## config.mk

```make
export PLATFORM = sky130hd
export DESIGN_NAME = memro_arbiter
export DESIGN_NICKNAME = d
export VERILOG_FILES = /design/src/rtl/memro_arbiter.sv
export SDC_FILE = /design/constraint.sdc
export NUM_CORES = 1
export LEC_CHECK = 0
export CORE_ASPECT_RATIO = 0.75
export CORE_UTILIZATION = 30
export CTS_BUF_LIST = sky130_fd_sc_hd__clkbuf_8
export DETAILED_ROUTE_END_ITERATION = 7
export PLACE_DENSITY = 0.6
export SETUP_SLACK_MARGIN = 0.3
export SLEW_MARGIN = 20
export SYNTH_ARGS = -nofsm -noshare
export SYNTH_HDL_FRONTEND = slang
export SYNTH_SLANG_ARGS = --single-unit
export TNS_END_PERCENT = 30
```

## constraint.sdc

```tcl
create_clock -name clk -period 3.1 [get_ports clk]
set_input_delay 0.31 -clock clk [delete_from_list [all_inputs] [get_ports clk]]
set_output_delay 0.31 -clock clk [all_outputs]
set_load 0.01 [all_outputs]
```

## src/rtl/memro_arbiter.sv

```systemverilog
// memro_arbiter: two requesters share one read-only memory with a 1-cycle
// synchronous read latency.
//
// Ports:
//   clk, rst          - clock; asynchronous active-high reset
//   req0/1, addr0/1   - read requests; accepted when reqN && gntN
//   gnt0/1            - combinational grants, never both high
//   rvalid0/1         - one-cycle pulse, the cycle after the accepted grant
//   rdata0/1          - read data; shows mem_data during the pulse and
//                       holds the captured value afterwards
//   mem_re, mem_addr  - memory read strobe/address, driven in the grant cycle
//   mem_data          - memory data, valid the cycle after mem_re
//
// Build option: MEMRO_ARB_FIXED_PRIO_EN selects fixed priority, where port 0
// always wins. Without it, arbitration is round-robin on a last_gnt pointer.
module memro_arbiter #(
  parameter int WIDTH_DATA = 32,
  parameter int WIDTH_ADDR = 16
) (
  input  logic                  clk,
  input  logic                  rst,
  input  logic                  req0,
  input  logic                  req1,
  input  logic [WIDTH_ADDR-1:0] addr0,
  input  logic [WIDTH_ADDR-1:0] addr1,
  output logic                  gnt0,
  output logic                  gnt1,
  output logic                  rvalid0,
  output logic                  rvalid1,
  output logic [WIDTH_DATA-1:0] rdata0,
  output logic [WIDTH_DATA-1:0] rdata1,
  output logic                  mem_re,
  output logic [WIDTH_ADDR-1:0] mem_addr,
  input  logic [WIDTH_DATA-1:0] mem_data
);

  logic                  accept;
  logic                  pend_vld;
  logic                  pend_id;   // port of the in-flight read
  logic [WIDTH_DATA-1:0] rdata0_q;
  logic [WIDTH_DATA-1:0] rdata1_q;

`ifdef MEMRO_ARB_FIXED_PRIO_EN
  assign gnt0 = !rst && req0;
  assign gnt1 = !rst && req1 && !req0;
`else
  // last_gnt names the last-served port; on contention the other one wins.
  // Its reset value is 1, so port 0 wins the first contention.
  logic last_gnt;

  assign gnt0 = !rst && req0 && (!req1 || last_gnt);
  assign gnt1 = !rst && req1 && (!req0 || !last_gnt);

  always_ff @(posedge clk or posedge rst) begin
    if (rst)         last_gnt <= 1'b1;
    else if (accept) last_gnt <= gnt1;
  end
`endif

  // A grant is only ever given to a port that is requesting, so any grant
  // is also an accept.
  assign accept   = gnt0 || gnt1;
  assign mem_re   = accept;
  assign mem_addr = gnt0 ? addr0 : (gnt1 ? addr1 : '0);

  // The in-flight tag lasts exactly one cycle, which gives the fixed
  // 1-cycle response latency. It is cleared in any cycle with no grant.
  always_ff @(posedge clk or posedge rst) begin
    if (rst) begin
      pend_vld <= 1'b0;
      pend_id  <= 1'b0;
    end else begin
      pend_vld <= accept;
      pend_id  <= gnt1;
    end
  end

  assign rvalid0 = pend_vld && !pend_id;
  assign rvalid1 = pend_vld &&  pend_id;

  // mem_data is only meaningful in the pulse cycle (the memory returns 0
  // otherwise). It is forwarded live during the pulse and captured on the
  // closing edge, so the read data stays stable between pulses.
  always_ff @(posedge clk or posedge rst) begin
    if (rst) begin
      rdata0_q <= '0;
      rdata1_q <= '0;
    end else begin
      if (rvalid0) rdata0_q <= mem_data;
      if (rvalid1) rdata1_q <= mem_data;
    end
  end

  assign rdata0 = rvalid0 ? mem_data : rdata0_q;
  assign rdata1 = rvalid1 ? mem_data : rdata1_q;

endmodule

```

# ---- Yosys cells after proc, flatten, opt, wreduce, memory -nomap -nowiden
# Index checks and enable logic that the tools add are counted.
# Widths: inputs -> output; s select.
dict set report word_totals {
  mem_bits_ro 0
  ff_bits 67
  out_inout_bits 85
  latchBits 0
  ramBits 0
  memories 0
  elab_cells 23
  inputBits 68
}
dict set report op_classes {
  n_mux 4
  eq_ne 0
  bitwise 0
  n_shift 0
  mul 0
  magnitude_cmp 0
  n_div 0
  n_addsub 0
  reduce_logical 14
}
# op count
set op_table {}
lappend op_table {{$mux 32} 2}
lappend op_table {{$mux 16} 2}
lappend op_table {{$logic_and 1x1->1} 6}
lappend op_table {{$logic_not 1->1} 5}
lappend op_table {{$logic_or 1x1->1} 3}

# ---- Longest topological paths before layout
# Gate-level depths: netlist (run 1).
dict set report logic_depth {
  word_depth 5
  ltp_mapped 4
  mapped_depth_nobuf 2
}

# ---- Worst setup path before layout (run 1)
# No wires, ideal clock.
dict set report synth_path {
  path_type {input to register}
  from {input port rst}
  to {register last_gnt}
  setup_ns 0.068
  path_slack_ns 0.841
  arrival_time_ns 2.191
  stages 3
  path_buffers 1
  required_time_ns 3.032
  path_cell_list {buf_2 -> inv_1 -> a22o_1}
}
dict set report synth_between {
  elab_chain_cells 4
  elab_cells_between_ends 6
  classes_between {reduce/logical (6)}
}
# element line
set synth_lines {}
lappend synth_lines {{from (decl)} 21} ;# input logic rst,
lappend synth_lines {{$logic_not 1->1 (no line) (*)} -}
lappend synth_lines {{$logic_and 1x1->1 (on tied branches) (2 in a row)} {51, 52}}
lappend synth_lines {{$logic_or 1x1->1} 62} ;# assign accept = gnt0 || gnt1;
lappend synth_lines {{to (signal assigned)} 56} ;# else if (accept) last_gnt <= gnt1;
lappend synth_lines {{to (decl)} 49} ;# logic last_gnt;
# Mark *: on every way between the ends. The rest lies on a longest branch, timed or not.
# A chain may end at the register's enable or synchronous reset.

# ---- Worst setup path in the final report (run 1)
dict set report layout_path {
  from {input port rst}
  to {output port mem_addr[13]}
}
dict set report layout_between {
  elab_chain_cells 5
  elab_cells_between_ends 7
  classes_between {mux (2); reduce/logical (5)}
}
# element line
set layout_lines {}
lappend layout_lines {{$logic_not 1->1 (no line) (*)} -}
lappend layout_lines {{$logic_and 1x1->1 (2 in a row)} 52} ;# assign gnt1 = !rst && req1 && (!req0 || !last_gnt);
lappend layout_lines {{$mux 16} 64} ;# assign mem_addr = gnt0 ? addr0 : (gnt1 ? addr1 : '0);
lappend layout_lines {{$mux 16 (*)} 64}
lappend layout_lines {{to (decl)} 33} ;# output logic [WIDTH_ADDR-1:0] mem_addr,
# Marks and branches as above.

==> results of run 1 <==
==> layout make-up <==
type | count | area share (%)
clock buffer | 10 | 2.829
clock inverter | 5 | 0.6173
inverter | 3 | 0.2315
multi-input combinational | 122 | 25.72
sequential | 67 | 34.49
tap | 132 | 3.395
timing repair buffer | 158 | 32.72
==> how the worst max path moves through the flow <==
stage | from | to | cells after the start
2_1_floorplan | rst | last_gnt | 3
3_3_place_gp | rst | mem_addr[4] | 4
3_5_place_dp | rst | mem_addr[13] | 4
4_1_cts | rst | mem_addr[4] | 4
5_1_grt | rst | mem_addr[2] | 4
6_report | rst | mem_addr[13] | 4
==> power by group through the flow <==
stage	Clock [mW]	Sequential [mW]	Combinational (mW)
final	0.621	1.10	1.01
after global routing	0.692	1.12	1.08
after CTS	0.651	1.10	1.03
after detailed placement	0	1.12	1.02
after global placement	0	1.11	1.02
after floorplan	0	1.11	0.482
==> Yosys cell counts, drive strengths merged <==
cell type	instances	area, sq um
dfstp	1	26.28
a21bo	1	10.01
nor2b	2	20.02
a22o	1	8.760
o32ai	16	155.2
nand2b	33	206.5
nand2	1	6.260
clkbuf	2	7.510
inv	3	11.26
mux2	64	829.6
buf	13	117.6
dfrtp	66	1652
nor2	4	15.01
==> routing by layer <==
metal / vias up / part of all wire, % / GRT usage (%) / wire length, um
met1: 1050 / 43 / 16.70 / 3222
met3: 10 / 9.3 / 7.270 / 688
li1: 1035 / - / - / -
met4: 0 / 1.3 / 4.603 / 96
met5: - / 0 / 0 / 0
met2: 91 / 46 / 22.91 / 3414
==> through the flow <==
stage          utilization, %  hold WS, ns  worst slack [ns]
3_5_place_dp            48.05       0.4793            0.4540
5_1_grt                 49.77       0.5013            0.3192
2_1_floorplan               -       0.4934            0.8406
6_report                49.77       0.4926            0.4781
3_3_place_gp            48.05       0.4750            0.5032
4_1_cts                 49.77       0.4954            0.4623
==> cell families (layout without fill, tap and decap cells) <==
kind of cell | Yosys count | in the layout
AOI/OAI and AO/OA | 18 | 18
buffers and inverters | 18 | 176
DFF | 67 | 67
muxes | 64 | 64
and+or+nand+nor | 40 | 40
==> registers in the layout, indices dropped and copies added (netlist names) <==
signal	count
rdata0_q	32
pend_vld	1
rdata1_q	32
pend_id	1
last_gnt	1
==> worst max-delay path, delay by kind of cell <==
kind            cells  cell delay, ns
compound gates      1            0.22
buf+inv             2            1.43
simple gates        1            0.35
==> flow_metrics.py, run 1 <==
metrics = {
    "logic_synthesis": {
        "synth_fa_ha_area_share_pct": 0,
        "synth-simple-area-share_pct": 8.082,
        "synth_xor_area_share_pct": 0,
        "synth.area.mux_share_pct": 27.06,
        "synth_seq_cells": 67,
        "yosysWarnings": 0,
        "syn_nets": 275,
        "synth.cell_area_sq_um": 3065,
        "synthCells": 207,
        "synth_cell_types": 18,
        "synth-compound-area-share_pct": 5.673,
        "synth_top_family_by_area": "multiplexers",
        "avgSynthCellArea_sq_um": 14.81,
        "ys_seq_area_share_pct": 54.73,
    },
    "setup_path": {
        "r2r_cells": 3,
        "worstPathArrival_ns": 2.31,
        "crit_required_ns": 2.79,
        "crit_path_top_delay_cell": "clkdlybuf4s50_1",
        "crit_chain": "clkdlybuf4s50_1, nand2b_1, o32ai_1, clkdlybuf4s50_1",
        "reg2reg_slack_ns": 1.59,
        "endpoint_kind": "output pin",
        "r2r_start": "pend_id",
        "crit_path_max_incr_delay_ns": 0.84,
        "crit_fanout": 35,
        "critPathLaunchType": "primary input",
        "crit_type": "primary input to output pin",
        "r2r-end": "rdata1_q[5]",
        "worst_path_most_repeated_cell": "clkdlybuf4s50_1",
    },
    "layout": {
        "antenna_cells": 0,
        "final_layout_size_suffix_gt1_share_pct": 25.21,
        "regArea_sq_um": 1678,
        "fin_cells": 497,
        "final_cell_mix": "clkdlybuf4s50_1 (152), dfrtp_1 (66), mux2_2 (35), nand2b_1 (33), mux2_4 (29)",
        "fillers": 910,
        "fin_nets": 429,
        "multi_input_comb_area_sq_um": 1251,
        "area_growth_pct": 58.69,
        "final_common_cell": "clkdlybuf4s50_1",
        "fin_area_sq_um": 4865,
    },
    "floorplan": {
        "dieArea_sq_um": 10630,
        "die_h_um": 89.54,
        "num_rows": 31,
        "initial_utilization_pct": 31.36,
        "core_sq_um": 9774,
        "die_w_um": 118.7,
        "io_pins": 153,
    },
    "sta": {
        "finalHoldViolations": 0,
        "clock-skew-final_ns": 0.003317,
        "setup_viol": 0,
        "fin_crit_ns": 2.622,
        "tightest_slew_ns": 0.8114,
        "fin_tns_setup_ns": 0,
        "final_max_slew_viol_count": 0,
        "maxSlewHeadroom_pct": 45.74,
        "clock.fmax_ghz": 0.3814,
        "fin_crit_sh_pct": 84.58,
        "rsz0062_at_grt": "no",
    },
    "drt": {
        "drt-initial-drc-count": 53,
        "post-route-drc-count": 0,
        "vias": 2186,
        "dr.pass1.iters": 4,
        "wire_per_inst_um": 14.93,
        "viasPerCell": 4.398,
        "wl_um": 7422,
        "ant_nets": 0,
    },
    "run_status": {
        "status": "finished, final reports clean",
    },
    "power_and_ir_drop": {
        "switchingPower_mw": 0.7452,
        "p_leak_nw": 2.006,
        "comb_power_share_pct": 37.0,
        "p_int_mw": 1.992,
        "p_sw_share_pct": 27.23,
        "p_seq_share_pct": 40.3,
        "max-vdd-ir-drop_v": 0.0002943,
        "cellPowerDensity_nw_per_um2": 562.6,
        "power_mw": 2.737,
        "p_clk_share_pct": 22.7,
    },
    "worst_hold_path": {
        "hold-path-endpoint": "rdata0_q[15]",
        "min_from": "rdata0_q[15]",
        "hold_depth": 1,
        "hold_class": "register to register",
    },
    "global_route": {
        "grt.total_usage_pct": 14.24,
        "grt_max_degree": 51,
        "antenna_found_initial": 0,
        "overflow": 0,
        "grt_pass1_vias": 2288,
        "grt_pass1_wl_um": 11490,
    },
    "place": {
        "placed_area_sq_um": 4697,
        "port_buffers": 152,
        "dp.cells": 482,
        "place_congestion": 0.7224,
        "post-dp-hpwl_um": 5303,
    },
    "clocking": {
        "cts_tree": "done",
        "clk_pin_slew_ns": 0.07,
        "cts_buffer_depth": 2,
        "postCtsResizedCells": 0,
        "htreeDepth": 3,
        "clkLatencyLatePin_ns": 0.33,
        "cts.sinks": 67,
        "cts_root_buffer": "clkbuf_8",
        "numCtsBuffers": 9,
        "postCtsSetupBuffers": 0,
        "cts_hold_buf": 0,
    },
    "job": {
        "cap_violations": 0,
    },
}
Note: power is estimated with default switching activity, not from simulation.
==> run 2: changes to the inputs <==
- PLACE_DENSITY: 0.6 -> 0.62
- clock period: 3.1 -> 2.3 ns (I/O delays scaled with it)
==> run 2 against run 1 <==
  * Sequential share of layout area fell by 1.7 points
  * Via count rose by 2.5%
  * First-iteration DRC count fell by 32%
  * Core utilization rose by 2.6 points
  * Non-clock buffer count rose by 9
  * Final cell count rose by 2.0%
  * Register-to-register slack got worse by 0.66 ns
  * Combinational power rose by 34%
  * Clock skew rose by 0.0013 ns
  * Largest power group unchanged
==> flow_metrics.py, run 2 (same netlist as run 1, synthesis figures left out) <==
metrics = {
    "run_status": {
        "status": "finished, final reports clean",
    },
    "sta": {
        "finalHoldViolations": 0,
        "fin_crit_ns": 2.194,
        "rsz0062_at_grt": "yes",
        "clock.fmax_ghz": 0.4558,
        "fin_tns_setup_ns": 0,
        "setup_viol": 0,
        "fin_crit_sh_pct": 95.39,
        "clock-skew-final_ns": 0.004591,
        "final_max_slew_viol_count": 0,
        "maxSlewHeadroom_pct": 63.03,
        "tightest_slew_ns": 0.5545,
    },
    "clocking": {
        "cts_buffer_depth": 2,
        "clk_pin_slew_ns": 0.07,
        "numCtsBuffers": 9,
        "clkLatencyLatePin_ns": 0.34,
        "htreeDepth": 3,
        "cts_tree": "done",
        "cts_root_buffer": "clkbuf_8",
        "cts.sinks": 67,
    },
    "layout": {
        "fin_nets": 438,
        "final_common_cell": "clkdlybuf4s50_1",
        "area_growth_pct": 66.90,
        "final_cell_mix": "clkdlybuf4s50_1 (109), dfrtp_1 (66), mux2_2 (34), nand2b_1 (33), mux2_4 (30)",
        "fin_util_pct": 52.34,
        "final_layout_size_suffix_gt1_share_pct": 27.47,
        "antenna_cells": 0,
        "largestRegisters": "rdata0_q x32, rdata1_q x32",
        "fillers": 861,
    },
    "floorplan": {
        "die_w_um": 118.7,
        "io_pins": 153,
        "dieArea_sq_um": 10630,
        "die_h_um": 89.54,
        "core_sq_um": 9774,
        "num_rows": 31,
        "initial_utilization_pct": 31.36,
    },
    "global_route": {
        "grt_pass1_vias": 2381,
        "grt_pass1_wl_um": 12010,
        "overflow": 0,
        "antenna_found_initial": 0,
        "grt_max_degree": 45,
        "grt.total_usage_pct": 14.91,
    },
    "place": {
        "place_congestion": 0.6930,
        "post-dp-hpwl_um": 5239,
        "port_buffers": 152,
    },
    "setup_path": {
        "crit_fanout": 8,
        "critPathLaunchType": "register",
        "worstPathArrival_ns": 1.96,
        "crit_required_ns": 2.07,
        "endpoint_kind": "output pin",
        "crit_type": "register to output pin",
    },
    "drt": {
        "post-route-drc-count": 0,
        "wl_um": 7585,
        "drt-initial-drc-count": 36,
        "vias": 2241,
        "viasPerCell": 4.420,
        "ant_nets": 0,
        "wire_per_inst_um": 14.96,
        "dr.pass1.iters": 4,
    },
    "power_and_ir_drop": {
        "cellPowerDensity_nw_per_um2": 762.9,
        "p_leak_nw": 2.418,
        "max-vdd-ir-drop_v": 0.0003504,
    },
    "worst_hold_path": {
        "hold_class": "primary input to async pin",
    },
    "job": {
        "cap_violations": 0,
    },
}
run 2: cell count changes in the layout (fill, tap and decap cells not counted), sizes merged:
cell,delta
buf,+9
bufbuf,+1
bufinv,+2
clkdlybuf4s15,+2
clkdlybuf4s50,-43
clkinv,-1
clkinvlp,-1
dlygate4sd2,+16
dlymetal6s2s,+24
inv,+1
run 2: per-stage QoR:
stage / total power, mW / hold WS, ns / cell area, sq um / cells / setup slack, ns
detailed placement: 2.898 / 0.4766 / 4731 / 486 / 0.07587
finish: 3.903 / 0.4792 / 5116 / 507 / 0.1060
CTS: 4.001 / 0.4758 / 5044 / 507 / 0.04718
global placement: 2.881 / 0.4744 / 4731 / 486 / 0.1623
floorplan: 2.142 / 0.4136 / 3069 / 207 / 0.4557
global route: 4.143 / 0.5033 / 5116 / 507 / 0.01364
run 2: cell type report:
class | count | area, sq um | share of cell area (%)
Sequential cell | 67 | 1678 | 32.80
Clock buffer | 10 | 137.6 | 2.690
Timing Repair Buffer | 167 | 1784 | 34.87
Inverter | 3 | 15.01 | 0.2935
Tap cell | 132 | 165.2 | 3.228
Clock inverter | 6 | 81.33 | 1.590
Multi-Input combinational cell | 122 | 1255 | 24.53
run 2: where the power goes:
part	internal, mW	switching (mW)
clock network	0.632	0.427
registers	1.43	0.0635
logic	0.833	0.519
total	2.89	1.01
run 2: worst max-delay path, stage by stage, from the launching register on:
cell and delay (ns):
dfrtp_1 0.42, nor2b_4 0.13, buf_6 0.13, buf_12 0.14, mux2_4 0.31, clkdlybuf4s50_1 0.50
run 2: per-layer routing:
layer | track usage [%] | part of all wire, % | vias to the layer above
met5 | 0 | 0 | -
met4 | 4.488 | 1.1 | 0
met3 | 6.569 | 8.4 | 9
met2 | 22.38 | 45 | 95
met1 | 19.44 | 45 | 1079
li1 | - | - | 1058
run 2: worst paths after layout:
| check | start | end | slack, ns | cells past startpoint |
|---|---|---|---|---|
| hold reg to reg | rdata0_q[17] | rdata0_q[17] | 0.49 | 1 |
| setup / recovery | pend_id | rdata0[27] | 0.11 | 5 |
| max in group asynchronous | rst | rdata0_q[13] | 1.33 | 4 |
| setup reg to reg | pend_id | rdata0_q[31] | 0.93 | 4 |
| hold / removal | rst | pend_id | 0.48 | 4 |
| min in group clk | rdata0_q[17] | rdata0_q[17] | 0.49 | 1 |
run 2: what timing repair did:
item	CTS	global route
setup endpoints to repair	82	83
hold buffers	0	0
pin swaps	0	1
setup buffers	3	0
resized for setup	33	27
cloned	2	0
